===== config.mk =====
export PLATFORM = sky130hd
export DESIGN_NAME = run_detector_flat
export DESIGN_NICKNAME = d
export VERILOG_FILES = /design/src/rtl/run_detector_if.sv /design/src/rtl/run_detector.sv /design/src/flat_wrapper.sv
export SDC_FILE = /design/constraint.sdc
export NUM_CORES = 1
export LEC_CHECK = 0
export ABC_AREA = 1
export CORE_MARGIN = 2
export CORE_UTILIZATION = 45
export CTS_BUF_LIST = sky130_fd_sc_hd__clkbuf_8
export DETAILED_ROUTE_END_ITERATION = 10
export PLACE_DENSITY = 0.72
export SLEW_MARGIN = 15
export SYNTH_ARGS = -nofsm -noshare
export SYNTH_HDL_FRONTEND = slang
export SYNTH_SLANG_ARGS = --single-unit

===== constraint.sdc =====
create_clock -name sys_clk -period 2.56 [get_ports sys_clk]
set_input_delay 0.512 -clock sys_clk [delete_from_list [all_inputs] [get_ports sys_clk]]
set_output_delay 0.512 -clock sys_clk [all_outputs]
set_load 0.03 [all_outputs]

===== src/rtl/run_detector_if.sv =====
// Bus bundle for run_detector: serial stream input, controls and detector results.
interface run_detector_if #(
  parameter int RUN_LEN = 2,
  parameter int CNT_W   = 8,
  parameter int LW      = $clog2(RUN_LEN + 1)
);
  logic             stream;
  logic             stream_valid;
  logic [1:0]       mode;
  logic             overlap;
  logic             clr_cnt;
  logic             out;
  logic             hit_bit;
  logic [LW-1:0]    run_len;
  logic [CNT_W-1:0] det_cnt;

  modport master (
    output stream, stream_valid, mode, overlap, clr_cnt,
    input  out, hit_bit, run_len, det_cnt
  );

  modport slave (
    input  stream, stream_valid, mode, overlap, clr_cnt,
    output out, hit_bit, run_len, det_cnt
  );
endinterface


===== src/rtl/run_detector.sv =====
// Detects runs of RUN_LEN equal bits on a qualified serial stream, with value
// filtering, overlapping/non-overlapping hit counting and a saturating hit counter.
module run_detector #(
  parameter  int RUN_LEN = 2,
  parameter  int CNT_W   = 8,
  localparam int LW      = $clog2(RUN_LEN + 1)
) (
  input  logic          sys_clk,
  input  logic          sys_rst_n,
  run_detector_if.slave bus
);

  // One-hot style encoding leaves illegal codes that must fall back to IDLE.
  typedef enum logic [1:0] {
    IDLE = 2'b01,
    RUN  = 2'b10
  } state_e;

  localparam logic [LW-1:0]    RUN_LEN_L = LW'(RUN_LEN);
  localparam logic [CNT_W-1:0] CNT_MAX   = {CNT_W{1'b1}};

  state_e           state_q, state_d;
  logic             last_q, last_d;
  logic [LW-1:0]    len_q, len_d;
  logic [LW-1:0]    len_inc_s;
  logic             out_q, out_d;
  logic             hb_q, hb_d;
  logic [CNT_W-1:0] cnt_q, cnt_d;
  logic             permit_s;
  logic             hit_s;

  // Mode filter on the value of the current run.
  always_comb begin
    permit_s = 1'b0;
    case (bus.mode)
      2'b00:   permit_s = 1'b1;
      2'b01:   permit_s = ~last_q;
      2'b10:   permit_s = last_q;
      default: permit_s = 1'b0;
    endcase
  end

  // Next-state, run tracking and hit/counter logic.
  always_comb begin
    state_d   = state_q;
    last_d    = last_q;
    len_d     = len_q;
    out_d     = 1'b0;
    hb_d      = hb_q;
    cnt_d     = cnt_q;
    hit_s     = 1'b0;
    len_inc_s = (len_q >= RUN_LEN_L) ? RUN_LEN_L : len_q + LW'(1);
    case (state_q)
      IDLE: begin
        if (bus.stream_valid) begin
          state_d = RUN;
          last_d  = bus.stream;
          len_d   = LW'(1);
        end else begin
          state_d = IDLE;
        end
      end
      RUN: begin
        if (bus.stream_valid) begin
          if (bus.stream != last_q) begin
            last_d = bus.stream;
            len_d  = LW'(1);
          end else if ((len_inc_s == RUN_LEN_L) && permit_s) begin
            hit_s = 1'b1;
            len_d = bus.overlap ? RUN_LEN_L : LW'(0);
          end else begin
            // Filtered runs park at RUN_LEN so a later mode change can hit at once.
            len_d = len_inc_s;
          end
        end else begin
          state_d = RUN;
        end
      end
      default: begin
        state_d = IDLE;
      end
    endcase

    if (hit_s) begin
      out_d = 1'b1;
      hb_d  = last_q;
      cnt_d = (cnt_q == CNT_MAX) ? CNT_MAX : cnt_q + CNT_W'(1);
    end else begin
      out_d = 1'b0;
    end

    if (bus.clr_cnt) begin
      cnt_d = '0;
    end else begin
      cnt_d = cnt_d;
    end
  end

  // State and output registers with asynchronous reset.
  always_ff @(posedge sys_clk or negedge sys_rst_n) begin
    if (!sys_rst_n) begin
      state_q <= IDLE;
      last_q  <= 1'b0;
      len_q   <= '0;
      out_q   <= 1'b0;
      hb_q    <= 1'b0;
      cnt_q   <= '0;
    end else begin
      state_q <= state_d;
      last_q  <= last_d;
      len_q   <= len_d;
      out_q   <= out_d;
      hb_q    <= hb_d;
      cnt_q   <= cnt_d;
    end
  end

  assign bus.out     = out_q;
  assign bus.hit_bit = hb_q;
  assign bus.run_len = len_q;
  assign bus.det_cnt = cnt_q;

endmodule

===== src/flat_wrapper.sv =====
// flat-port wrapper written by rule: the top's interface ports become plain ports
module run_detector_flat 
#(
  parameter  int RUN_LEN = 2,
  parameter  int CNT_W   = 8,
  localparam int LW      = $clog2(RUN_LEN + 1)
)
  (sys_clk, sys_rst_n, bus_stream, bus_stream_valid, bus_mode, bus_overlap, bus_clr_cnt, bus_out, bus_hit_bit, bus_run_len, bus_det_cnt);
  run_detector_if #(.RUN_LEN(RUN_LEN), .CNT_W(CNT_W)) bus_i ();
  input  logic sys_clk;
  input  logic sys_rst_n;
  input wire logic [$bits(bus_i.stream)-1:0] bus_stream;
  input wire logic [$bits(bus_i.stream_valid)-1:0] bus_stream_valid;
  input wire logic [$bits(bus_i.mode)-1:0] bus_mode;
  input wire logic [$bits(bus_i.overlap)-1:0] bus_overlap;
  input wire logic [$bits(bus_i.clr_cnt)-1:0] bus_clr_cnt;
  output wire logic [$bits(bus_i.out)-1:0] bus_out;
  output wire logic [$bits(bus_i.hit_bit)-1:0] bus_hit_bit;
  output wire logic [$bits(bus_i.run_len)-1:0] bus_run_len;
  output wire logic [$bits(bus_i.det_cnt)-1:0] bus_det_cnt;
  assign bus_i.stream = bus_stream;
  assign bus_i.stream_valid = bus_stream_valid;
  assign bus_i.mode = bus_mode;
  assign bus_i.overlap = bus_overlap;
  assign bus_i.clr_cnt = bus_clr_cnt;
  assign bus_out = bus_i.out;
  assign bus_hit_bit = bus_i.hit_bit;
  assign bus_run_len = bus_i.run_len;
  assign bus_det_cnt = bus_i.det_cnt;
  run_detector #(.RUN_LEN(RUN_LEN), .CNT_W(CNT_W)) u_core (.sys_clk(sys_clk), .sys_rst_n(sys_rst_n), .bus(bus_i));
endmodule

After elaboration in Yosys (flattened, before gate mapping)
Index checks and enable logic that the tools add are counted.

$add $sub $neg: 2. $lt $le $gt $ge: 1. Equal/unequal tests: 11. Muxes and demuxes: 23. Bitwise logic cells: 1. Reduce and logical (&&, ||, !) cells: 6.

Operators with widths (number): 8-bit two-way mux (3); 2-bit two-way mux (8); 8-bit by 1-bit adder with 8-bit output (second input constant) (1); 8-bit equality test (second input constant) (1); 1-bit two-way mux (8); 2-bit one-hot mux with 2 select lines (2); 2-bit equality test (second input constant) (3); 2-bit != test (second input constant) (3); 2-bit by 1-bit equality test with 1-bit output (second input constant) (2); 4-bit AND reduction (1); 2-bit nonzero test (2); 1-bit one-hot mux with 3 select lines (1); 3-bit AND reduction (1); 2-bit by 1-bit adder with 2-bit output (second input constant) (1); 2-bit greater-or-equal comparator (second input constant) (1); 2-bit logical NOT (1); 2-bit by 1-bit != test with 1-bit output (second input constant) (1); 1-bit one-hot mux with 2 select lines (1); 1-bit logical AND (1); 1-bit != test (1); 1-bit NOT (1).

Register bits after elaboration: 15. Input bits: 8. Output and inout bits: 12. Word-level logic and storage cells: 50.

Depth between registers and ports, before layout
Depth after elaboration: 10. Depth in mapped cells: 9. Depth with buffers taken out: 9.

Least setup slack after synthesis
OpenSTA, ideal clock, no wires.

Kind: reg-to-reg. Start point: reg u_core.cnt_q[0], in the netlist u_core.bus.det_cnt[0]. End point: reg u_core.cnt_q[2], in the netlist u_core.bus.det_cnt[2]. Library setup time: 0.065 ns. Arrival: 1.311 ns. Required time: 2.495 ns. Setup slack: 1.184 ns. Cell stages (with the launch flop): 8. Path buffers: 0. Clock period less this slack: 1.376 ns. Path through: dfrtp_1 > ha_1 > nand3_2 > nor2_2 > nand2_2 > o21ai_0 > nand2_1 > nand2_1.

Longest elaborated chain between the ends: 4. Elaborated cells on any way between the ends: 5. Classes of those cells: 1 x add/sub; 1 x eq/ne; 3 x mux.

Ends and longest elaborated chain: start: declaration (RTL line run_detector.sv:28) `logic [CNT_W-1:0] cnt_q, cnt_d;`; start signal: assignment (RTL line run_detector.sv:114) `cnt_q <= cnt_d;`; 8-bit by 1-bit adder with 8-bit output / 8-bit equality test (equally long branches) (RTL line run_detector.sv:87) `cnt_d = (cnt_q == CNT_MAX) ? CNT_MAX : cnt_q + CNT_W'(1);`; 8-bit two-way mux * (RTL line run_detector.sv:87); 8-bit two-way mux * (RTL line run_detector.sv:84) `if (hit_s) begin`; 8-bit two-way mux * (RTL line run_detector.sv:92) `if (bus.clr_cnt) begin`.

Mark *: on every way between the ends. The rest lies on a longest branch, timed or not. The select of a mux whose other input is x is not followed. A chain may end at the register's enable or synchronous reset.

Final worst setup path
Start point: reg u_core.cnt_q[2], in the netlist u_core.bus.det_cnt[2]. End point: out bus_det_cnt[2].

RTL lines: end: declaration (RTL line flat_wrapper.sv:20) `output wire logic [$bits(bus_i.det_cnt)-1:0] bus_det_cnt;`.

No word-level cell between the ends.

==> key figures <==
Setup path
  • Crit path arrival time: between 1 and 1.5 ns
  • CP max-delay cell: clkdlybuf4s50_1
  • Reg2reg start: u_core.state_q[0]
  • CP Capture Type: output pin
  • Cell Chain, Critical Path: clkdlybuf4s50_1
  • CP required: 2.05 ns
  • CP Launch Type: register
  • Crit path largest cell delay: roughly 0.7 ns
  • CP Max Fanout: 7
  • Kind of critical path: reg -> out
  • FF-to-FF setup slack: 0.99 ns
  • Worst path bufs/invs: 1
  • R2R cell count: 9
  • R2R Path End: u_core.bus.det_cnt[6]
  • Top delay family on crit path: buffers and inverters

Final layout
  • Nets: roughly 160
  • Commonest cells after routing, fill and taps aside: nand2_1, clkdlybuf4s50_1, inv_1, dfrtp_1, nand3_1
  • Final Cell Area: 1200 sq um
  • Post-Route Utilization: between 60 and 70%
  • Area added between synthesis and finish: 28.9%
  • Sequential cell area: 377 sq um
  • FILL cells: 203
  • Multi-input gate area: 494 sq um
  • Diode count: 0
  • Share of cells above drive strength 1: approximately 16%
  • Commonest non-fill, non-tap cell in the layout: nand2_1

Clocking
  • CTS Root Cell: clkbuf_8
  • CTS sink cnt: 15
  • Num CTS Buffers: 3
  • CTS tree: yes
  • PostCTS Resize Cnt: 0
  • Clock Tree Buf Depth: 2
  • # H-tree levels: 1
  • Clk slew on worst S/H paths: 0.06 ns
  • Hold_buf cts: 0
  • Setup Buffers After CTS: 0
  • Clk Latency, worst-skew pair: between 0.2 and 0.3 ns

Route
  • Total routed wirelength: roughly 1900 microns
  • Per-cell routed wire length: between 10 and 15 microns
  • Via count: roughly 840
  • DRC viols: 0
  • Final ANT Viol Nets: 0
  • Pre-Repair DR Iteration Count: 3
  • Routed vias/inst: 4.85
  • DR iter-0 viols: 6

Global routing
  • GRT Overall Usage: roughly 18%
  • Pin count of the biggest net entering global routing: 16
  • First-pass GRT wire length: 3330 microns
  • Total gr overflow: 0
  • Initial antenna violation count: 0
  • Vias in the first global route: ~780

Placement
  • Placed Area: between 1000 and 1500 sq um
  • RD Place Congestion: about 0.81
  • Hpwl dp: ~1400 microns
  • Port Buffer Count: 19

STA
  • Worst-margin pin slew: 0.647 ns
  • Layout Skew: about 0.0023 ns
  • Fin. Hold Viols: 0
  • Post-route minimum period: slightly below 2 ns
  • Slew HR: roughly 57%
  • Final setup vio count: 0
  • Final Max Slew Viols: 0
  • Sum Neg Setup Slack: 0 ns
  • Achievable clock frequency: between 0.5 and 0.6 GHz
  • Final period util: between 70% and 80%
  • Unrepaired setup endpoints after global routing: no

Logic synthesis
  • Warning count from the yosys run: 0
  • Mapped Nets: 135
  • Post-synthesis sequential area ratio: between 40% and 50%
  • Cell area after synthesis: about 930 sq um
  • Primary FF master, synth: dfrtp_1
  • Mean area per synthesized cell: 7.54 sq um
  • Syn Inst Count: roughly 120
  • Library cells used by synthesis: 24
  • Number of flops mapped to enable cells by yosys: 0
  • Synthesis-stage register bit count: 15
  • Async SR Flop Fraction: 100%

Floorplanning
  • # rows: 16
  • Core area: slightly below 2000 sq um
  • Die Ht: about 50 microns
  • Ports: 20
  • Initial Util: 47.6%
  • DIE AREA: approximately 2500 sq um
  • Die W: between 40 and 50 microns

Power
  • Pwr/cell area: between 700 and 800 nW/um^2
  • Max IR drop VDD: 0.493 mV
  • P_leak: between 0.0005 and 0.0006 uW

Min path
  • Worst Hold Endpoint: u_core.bus.hit_bit
  • Hold Crit Depth: 2
  • Hold Path Class: reg -> reg
  • Hold_sp: u_core.bus.hit_bit

Outcome
  • Status: completed

Run
  • Max_cap viols: 0
==> cells in the mapped netlist (2+ instances only) <==
library cell	instances	area share, %
nand2_1	45	18
dfrtp_1	14	37
inv_1	14	5.6
nand3_1	7	3.7
nand2_2	6	4.0
nor2_1	6	2.4
o21ai_0	6	3.2
ha_1	3	4.0
inv_2	3	1.2
nor2_4	3	3.6
nand3_2	2	2.1
nor2_2	2	1.3
o21ai_1	2	1.1
==> final cells by class <==
class                   instances  area share [%]
clock inverters                 1           0.415
flip-flops and latches         15            31.3
inverters                      17            5.30
clock buffers                   3            3.43
well taps                      27            2.80
repair buffers                 19            15.8
multi-input cells              92            41.0
==> metal layers <==
layer  part of all wire (%)  vias to the layer above  GRT usage [%]
li1                       -                      431              -
met1                     46                      391           22.3
met2                     48                       17           28.9
met3                    3.4                        5           3.64
met4                    2.1                        0           9.72
met5                      0                        -              0
==> cell families (layout without fill, tap and decap cells) <==
family,Yosys count,after routing,synth area share (%)
xor gates and xnor gates,1,1,0.937
AOI/OAI and AO/OA,12,12,7.10
DFF,15,15,40.3
and+or+nand+nor,76,76,40.8
adders and majority gates,3,3,4.02
buffers and inverters,17,40,6.83
==> stage by stage <==
step                      total power, uW  hold WS, ns  worst slack [ns]  std cells
after floorplan                       589        0.216              1.18        124
after global placement                692        0.505             0.746        170
after detailed placement              704        0.503             0.726        170
after CTS                             898        0.518             0.594        174
after global routing                  959        0.569             0.568        174
final                                 884        0.517             0.615        174
==> state kept, by name, summed over array words and instances, names as in the netlist <==
signal / count
u_core.bus.run_len: 2
u_core.bus.out: 1
u_core.state_q: 2
u_core.bus.det_cnt: 8
u_core.bus.hit_bit: 1
u_core.last_q: 1
==> worst max path at each step <==
stage,slack [ns],depth (start not counted),to,from
after detailed placement,0.73,8,u_core.bus.det_cnt[6],bus_stream_valid
after global placement,0.75,8,u_core.bus.det_cnt[2],bus_stream_valid
after floorplan,1.18,7,u_core.bus.det_cnt[2],u_core.bus.det_cnt[0]
final,0.62,1,bus_det_cnt[2],u_core.bus.det_cnt[2]
after global routing,0.57,1,bus_det_cnt[2],u_core.bus.det_cnt[2]
after CTS,0.59,1,bus_det_cnt[2],u_core.bus.det_cnt[2]
==> power by group <==
part,total (uW),switching [uW],internal (uW)
sequential,327,34.1,292
clock,189,81.7,108
combinational,368,224,144
Power figures use the tool's default switching activity.
==> RTL edit 1: new RTL, same flow settings <==
`RUN_LEN` is set to 2 in 3 places; all go to 4.
--- a/src/rtl/run_detector_if.sv
+++ b/src/rtl/run_detector_if.sv
@@ -1,5 +1,5 @@
 // Bus bundle for run_detector: serial stream input, controls and detector results.
 interface run_detector_if #(
-  parameter int RUN_LEN = 2,
+  parameter int RUN_LEN = 4,
   parameter int CNT_W   = 8,
   parameter int LW      = $clog2(RUN_LEN + 1)
--- a/src/rtl/run_detector.sv
+++ b/src/rtl/run_detector.sv
@@ -2,5 +2,5 @@
 // filtering, overlapping/non-overlapping hit counting and a saturating hit counter.
 module run_detector #(
-  parameter  int RUN_LEN = 2,
+  parameter  int RUN_LEN = 4,
   parameter  int CNT_W   = 8,
   localparam int LW      = $clog2(RUN_LEN + 1)
--- a/src/flat_wrapper.sv
+++ b/src/flat_wrapper.sv
@@ -2,5 +2,5 @@
 module run_detector_flat 
 #(
-  parameter  int RUN_LEN = 2,
+  parameter  int RUN_LEN = 4,
   parameter  int CNT_W   = 8,
   localparam int LW      = $clog2(RUN_LEN + 1)
Ports: changed (resized bus_run_len); port bits go from 20 to 21. No check against the original RTL was run, so the function may have changed too.
==> RTL edit 1 against the unedited design <==
  * Non-clock buffer count up 1
  * Area after synthesis up 11%
  * Synthesized cell count up 11%
  * Power down 3.6%
  * Worst setup slack better by 0.014 ns
  * Sequential power up 2%
  * Routed wire length up 10%
  * Clock skew up 0.00064 ns
  * Final area up 8.7%
  * Sequential cell count up 1
  * Maximum frequency up 0.73%
  * Critical path type unchanged
  * Largest cell class unchanged
  * Largest power group unchanged
  * Highest routed layer unchanged
==> RTL edit 1: results (changes against the unedited design) <==
| Metric | Value |
|---|---|
| Status | `finished, final reports clean` |
| Ys Warns | `0 (unchanged)` |
| Grt met1 use | `23.2% (+0.89 points)` |
| Top delay family on crit path | `buffers and inverters` |
| Hpwl dp | `1.58 mm (+11%)` |
| Top post-synthesis cells by count | `36 x nand2_1, 23 x nand3_1, 16 x inv_1, 15 x dfrtp_1, 12 x nor2_1` |
| Critical Path Max Stage Delay | `0.71 ns (about the same)` |
| Post-CTS Resized | `0 (unchanged)` |
| Post-synth ARST share | `100% (unchanged)` |
| CTS Root Cell | `clkbuf_8` |
| Placer Congestion | `0.831 (+2.2%)` |
| FILL cells | `199 (-2.0%)` |
| Worst R2R End | `u_core.bus.det_cnt[3]$_DFFE_PN0P_` |
| Top post-synthesis cells by area | `dfrtp_1 36%, nand2_1 13%, nand3_1 11%` |
| Layout Skew | `0.00296 ns (+0.000640 ns)` |
| CP max FO | `7 (unchanged)` |
| Clock Latency Late Sink | `0.24 ns` |
| DRT Wirelength | `2.07 mm (+10%)` |
| Global-route usage over all layers | `18.1% (+0.22 points)` |
| Vias in the first global route | `855 (+9.8%)` |
| First DRT Iteration DRCs | `11 (+5)` |
| Vias after detailed routing | `933 (+11%)` |
| P_leak | `0.000653 µW (+9.7%)` |
| Hold crit path type | `reg -> reg` |
| Num CTS Buffers | `3 (unchanged)` |
| Post-synth net total | `151 (+12%)` |
| Hold endpoint | `u_core.bus.hit_bit$_DFFE_PN0P_` |
| First-pass GRT wire length | `3.62 mm (+8.9%)` |
| Level count of the clock H-tree | `1 (unchanged)` |
| Reg2Reg Depth | `8 (-1)` |
| Worst hold path depth | `2 (unchanged)` |
| Max VDD drop | `0.559 mV (+13%)` |
| Detailed-router iteration count before antenna repair | `4 (+1)` |
| Met2 GRT Util | `30.0% (+1.1 points)` |
| FF-to-FF Start | `u_core.bus.run_len[0]$_DFFE_PN0P_` |
| Reg2reg setup slack | `1.05 ns (+0.06 ns)` |
| Max reg flops | `8 (unchanged)` |
| CTS Buffer Depth | `2 (unchanged)` |
| Worst path slowest cell | `clkdlybuf4s50_1` |
| Diode count | `0 (unchanged)` |
| Initial antenna violation count | `0 (unchanged)` |
| # nets final | `175 (+10%)` |
| Sequential share of the synthesized area | `38.8% (-1.5 points)` |
| Crit path DAT | `1.42 ns` |
| HP Start | `u_core.bus.hit_bit$_DFFE_PN0P_` |
| PortBufs | `20 (+1)` |
| Largest net degree at the start of global routing | `17 (+1)` |
| Post-CTS setup buffer count | `0 (unchanged)` |
| Synth cell types | `24 (unchanged)` |
| GRT met3 Usage | `2.87% (-0.76 points)` |
| Clk slew on worst S/H paths | `0.06 ns (about the same)` |
| Tightest Pin Transition | `0.730 ns (+0.0835 ns)` |
| Critical Path Source | `u_core.bus.det_cnt[0]$_DFFE_PN0P_` |
| Ratio of cells with drive above 1 in the final layout | `11.2% (-4.5 points)` |
[RTL edit 1: cell count changes after synthesis, sizes merged, moves of 2 or more]
cell   before  now
nand3       9   23
nand2      52   43
nor2       12   15
ha          3    5
[RTL edit 1: report_power, final]
part           total, µW  switching, µW  internal (µW)
Sequential           332           34.2            298
Clock                185           78.8            106
Combinational        336            209            127
[RTL edit 1: routing by layer]
layer  up-vias  wire (µm)  share of wire [%]
li1        489          -                  -
met1       427        918                 44
met2        15       1050                 51
met3         2         78                3.8
met4         0         13               0.63
met5         -          0                  0
[RTL edit 1: worst max path at each step]
stage,endpoint,slack (ns)
global route,bus_det_cnt[0],0.56
global placement,u_core.bus.det_cnt[3]$_DFFE_PN0P_,0.77
floorplan,u_core.bus.det_cnt[5]$_DFFE_PN0P_,0.98
finish,bus_det_cnt[0],0.63
detailed placement,u_core.bus.det_cnt[1]$_DFFE_PN0P_,0.75
CTS,bus_det_cnt[0],0.61
[RTL edit 1: through the flow]
stage	cells	setup slack [ns]	area, µm²	hold WS, ns	power [µW]
after floorplan	138	0.983	1030	0.216	581
after global placement	185	0.772	1260	0.495	664
after detailed placement	185	0.749	1260	0.499	674
after CTS	189	0.608	1310	0.514	868
after global routing	189	0.565	1310	0.533	924
final	189	0.629	1310	0.505	852
[RTL edit 1: layout make-up]
class | count | share of cell area, %
Clock buffer | 3 | 3.15
Clock inverter | 1 | 0.287
Inverter | 19 | 5.83
Multi-Input combinational cell | 102 | 42.1
Sequential cell | 16 | 30.7
Tap cell | 28 | 2.67
Timing Repair Buffer | 20 | 15.3
[RTL edit 1: cells by family after synthesis]
| group | count (synthesis) | synth area share, % |
|---|---|---|
| and+or+nand+nor | 84 | 40.1 |
| buffers and inverters | 20 | 7.86 |
| DFF | 16 | 38.8 |
| AOI/OAI and AO/OA | 13 | 7.13 |
| adders and majority gates | 5 | 6.05 |
[RTL edit 1: worst reg2reg max path: stages, from the launching register on]
cell	delay, ns
dfrtp_1	0.40
inv_1	0.08
ha_1	0.30
nand2_2	0.09
and2_1	0.13
nand2_2	0.09
nor2_8	0.18
nand3_1	0.09
nand2_1	0.08
==> RTL edit 2: new RTL, same settings <==
Made on the original files. Make the reset (`sys_rst_n`) synchronous in one clocked block. Comments in the files are not updated.
--- a/src/rtl/run_detector.sv
+++ b/src/rtl/run_detector.sv
@@ -98,5 +98,5 @@
 
   // State and output registers with asynchronous reset.
-  always_ff @(posedge sys_clk or negedge sys_rst_n) begin
+  always_ff @(posedge sys_clk) begin
     if (!sys_rst_n) begin
       state_q <= IDLE;
Behaviour: differs if sys_rst_n is asserted again (counterexample within 4 cycles, from zero or initial values and one cycle with sys_rst_n low); with sys_rst_n held inactive, the same outputs for 10 cycles.
==> RTL edit 2 against the unedited design <==
  * Sequential cell count unchanged
  * Area after synthesis down 15%
  * Core utilization up 0.21 points
  * Non-clock buffer count unchanged
  * Hold slack worse by 0.040 ns
  * Critical path depth unchanged
  * Worst setup slack better by 0.050 ns
  * Cell count down 7.5%
  * Maximum frequency up 2.7%
  * Routed wire length down 13%
  * Register-to-register slack worse by 0.03 ns
  * Final area down 14%
  * Critical path type unchanged
Power is not compared: it rests on default switching activity, and its combinational part moved more than twofold at a synthesized area within 25%.
==> RTL edit 2: results (changes against the unedited design) <==
| Metric | Value |
|---|---|
| Vias after detailed routing | `814 (-3.6%)` |
| CP max FO | `6 (-1)` |
| Post-place instance area | `995 µm² (-14%)` |
| FILL cells | `163 (-20%)` |
| Worst R2R End | `u_core.bus.det_cnt[2]$_SDFFE_PP0P_` |
| Post-synth ARST share | `0% (-100 points)` |
| Placer Congestion | `0.849 (+4.4%)` |
| Top post-synthesis cells by count | `34 x nand2_1, 17 x nor2_1, 16 x inv_1, 15 x dfxtp_1, 10 x o21ai_0` |
| Hold endpoint | `u_core.bus.run_len[0]$_SDFFE_PN0P_` |
| Largest net degree at the start of global routing | `12 (-4)` |
| Synth Flop Type | `dfxtp_1` |
| Vias in the first global route | `721 (-7.4%)` |
| Crit path DAT | `1.38 ns (-0.05 ns)` |
| Status | `finished, final reports clean` |
| Reg2Reg Depth | `8 (-1)` |
| WHS | `0.477 ns (-0.0404 ns)` |
| Reg2reg setup slack | `0.96 ns (-0.03 ns)` |
| Top post-synthesis cells by area | `dfxtp_1 38%, nand2_1 16%, nor2_1 8.0%` |
| Synth cell types | `16 (-33%)` |
| First-pass GRT wire length | `2.90 mm (-13%)` |
| FF-to-FF Start | `u_core.state_q[0]$_SDFFE_PN1P_` |
| First DRT Iteration DRCs | `15 (+9)` |
| Critical Path Source | `u_core.bus.det_cnt[4]$_SDFFE_PP0P_` |
| Setup WS pre-CTS | `0.494 ns (-0.233 ns)` |
| HP Start | `u_core.bus.run_len[0]$_SDFFE_PN0P_` |
| Hpwl dp | `1.34 mm (-6.4%)` |
| Detailed-router iteration count before antenna repair | `4 (+1)` |
| Sequential share of the synthesized area | `37.8% (-2.5 points)` |
-- RTL edit 2: changes by cell type after synthesis, sizes merged, moves of 2 or more --
cell / delta
nand2: -18
dfxtp: +15
dfrtp: -14
a21oi: +8
nor2: +5
o21ai: +3
nor3: +2
-- RTL edit 2: logic make-up after synthesis --
logic type	count (synthesis)	synth area share (%)
and+or+nand+nor	62	31.3
AOI/OAI and AO/OA	22	15.1
buffers and inverters	19	9.92
DFF	15	37.8
adders and majority gates	3	4.72
xor gates and xnor gates	1	1.10
-- RTL edit 2: routing by layer --
metal,vias to the layer above,track usage (%),part of all wire [%]
li1,436,-,-
met1,347,25.5,48
met2,29,28.9,44
met3,2,5.95,7.0
met4,0,5.14,0.49
met5,-,0,0
-- RTL edit 2: power groups by stage --
| stage | logic, µW | registers (µW) | clock network [µW] |
|---|---|---|---|
| CTS | 51.8 | 245 | 193 |
| detailed placement | 51.5 | 250 | 0 |
| global route | 58.4 | 245 | 203 |
| floorplan | 27.2 | 252 | 0 |
| finish | 51.3 | 245 | 188 |
| global placement | 50.3 | 250 | 0 |
-- RTL edit 2: cell type report --
type                    instances  area share (%)
multi-input cells              88            39.9
flip-flops and latches         15            28.8
repair buffers                 19            18.3
inverters                      18            6.49
clock buffers                   3            3.97
well taps                      17            2.04
clock inverters                 1           0.481
-- RTL edit 2: how the worst max path moves through the flow --
stage	end	slack, ns	cells after the start
after floorplan	u_core.bus.det_cnt[2]$_SDFFE_PP0P_	1.12	7
after global placement	u_core.bus.det_cnt[2]$_SDFFE_PP0P_	0.53	7
after detailed placement	u_core.bus.det_cnt[1]$_SDFFE_PP0P_	0.49	7
after CTS	bus_det_cnt[4]	0.66	1
after global routing	u_core.bus.det_cnt[2]$_SDFFE_PP0P_	0.52	7
final	bus_det_cnt[4]	0.67	1
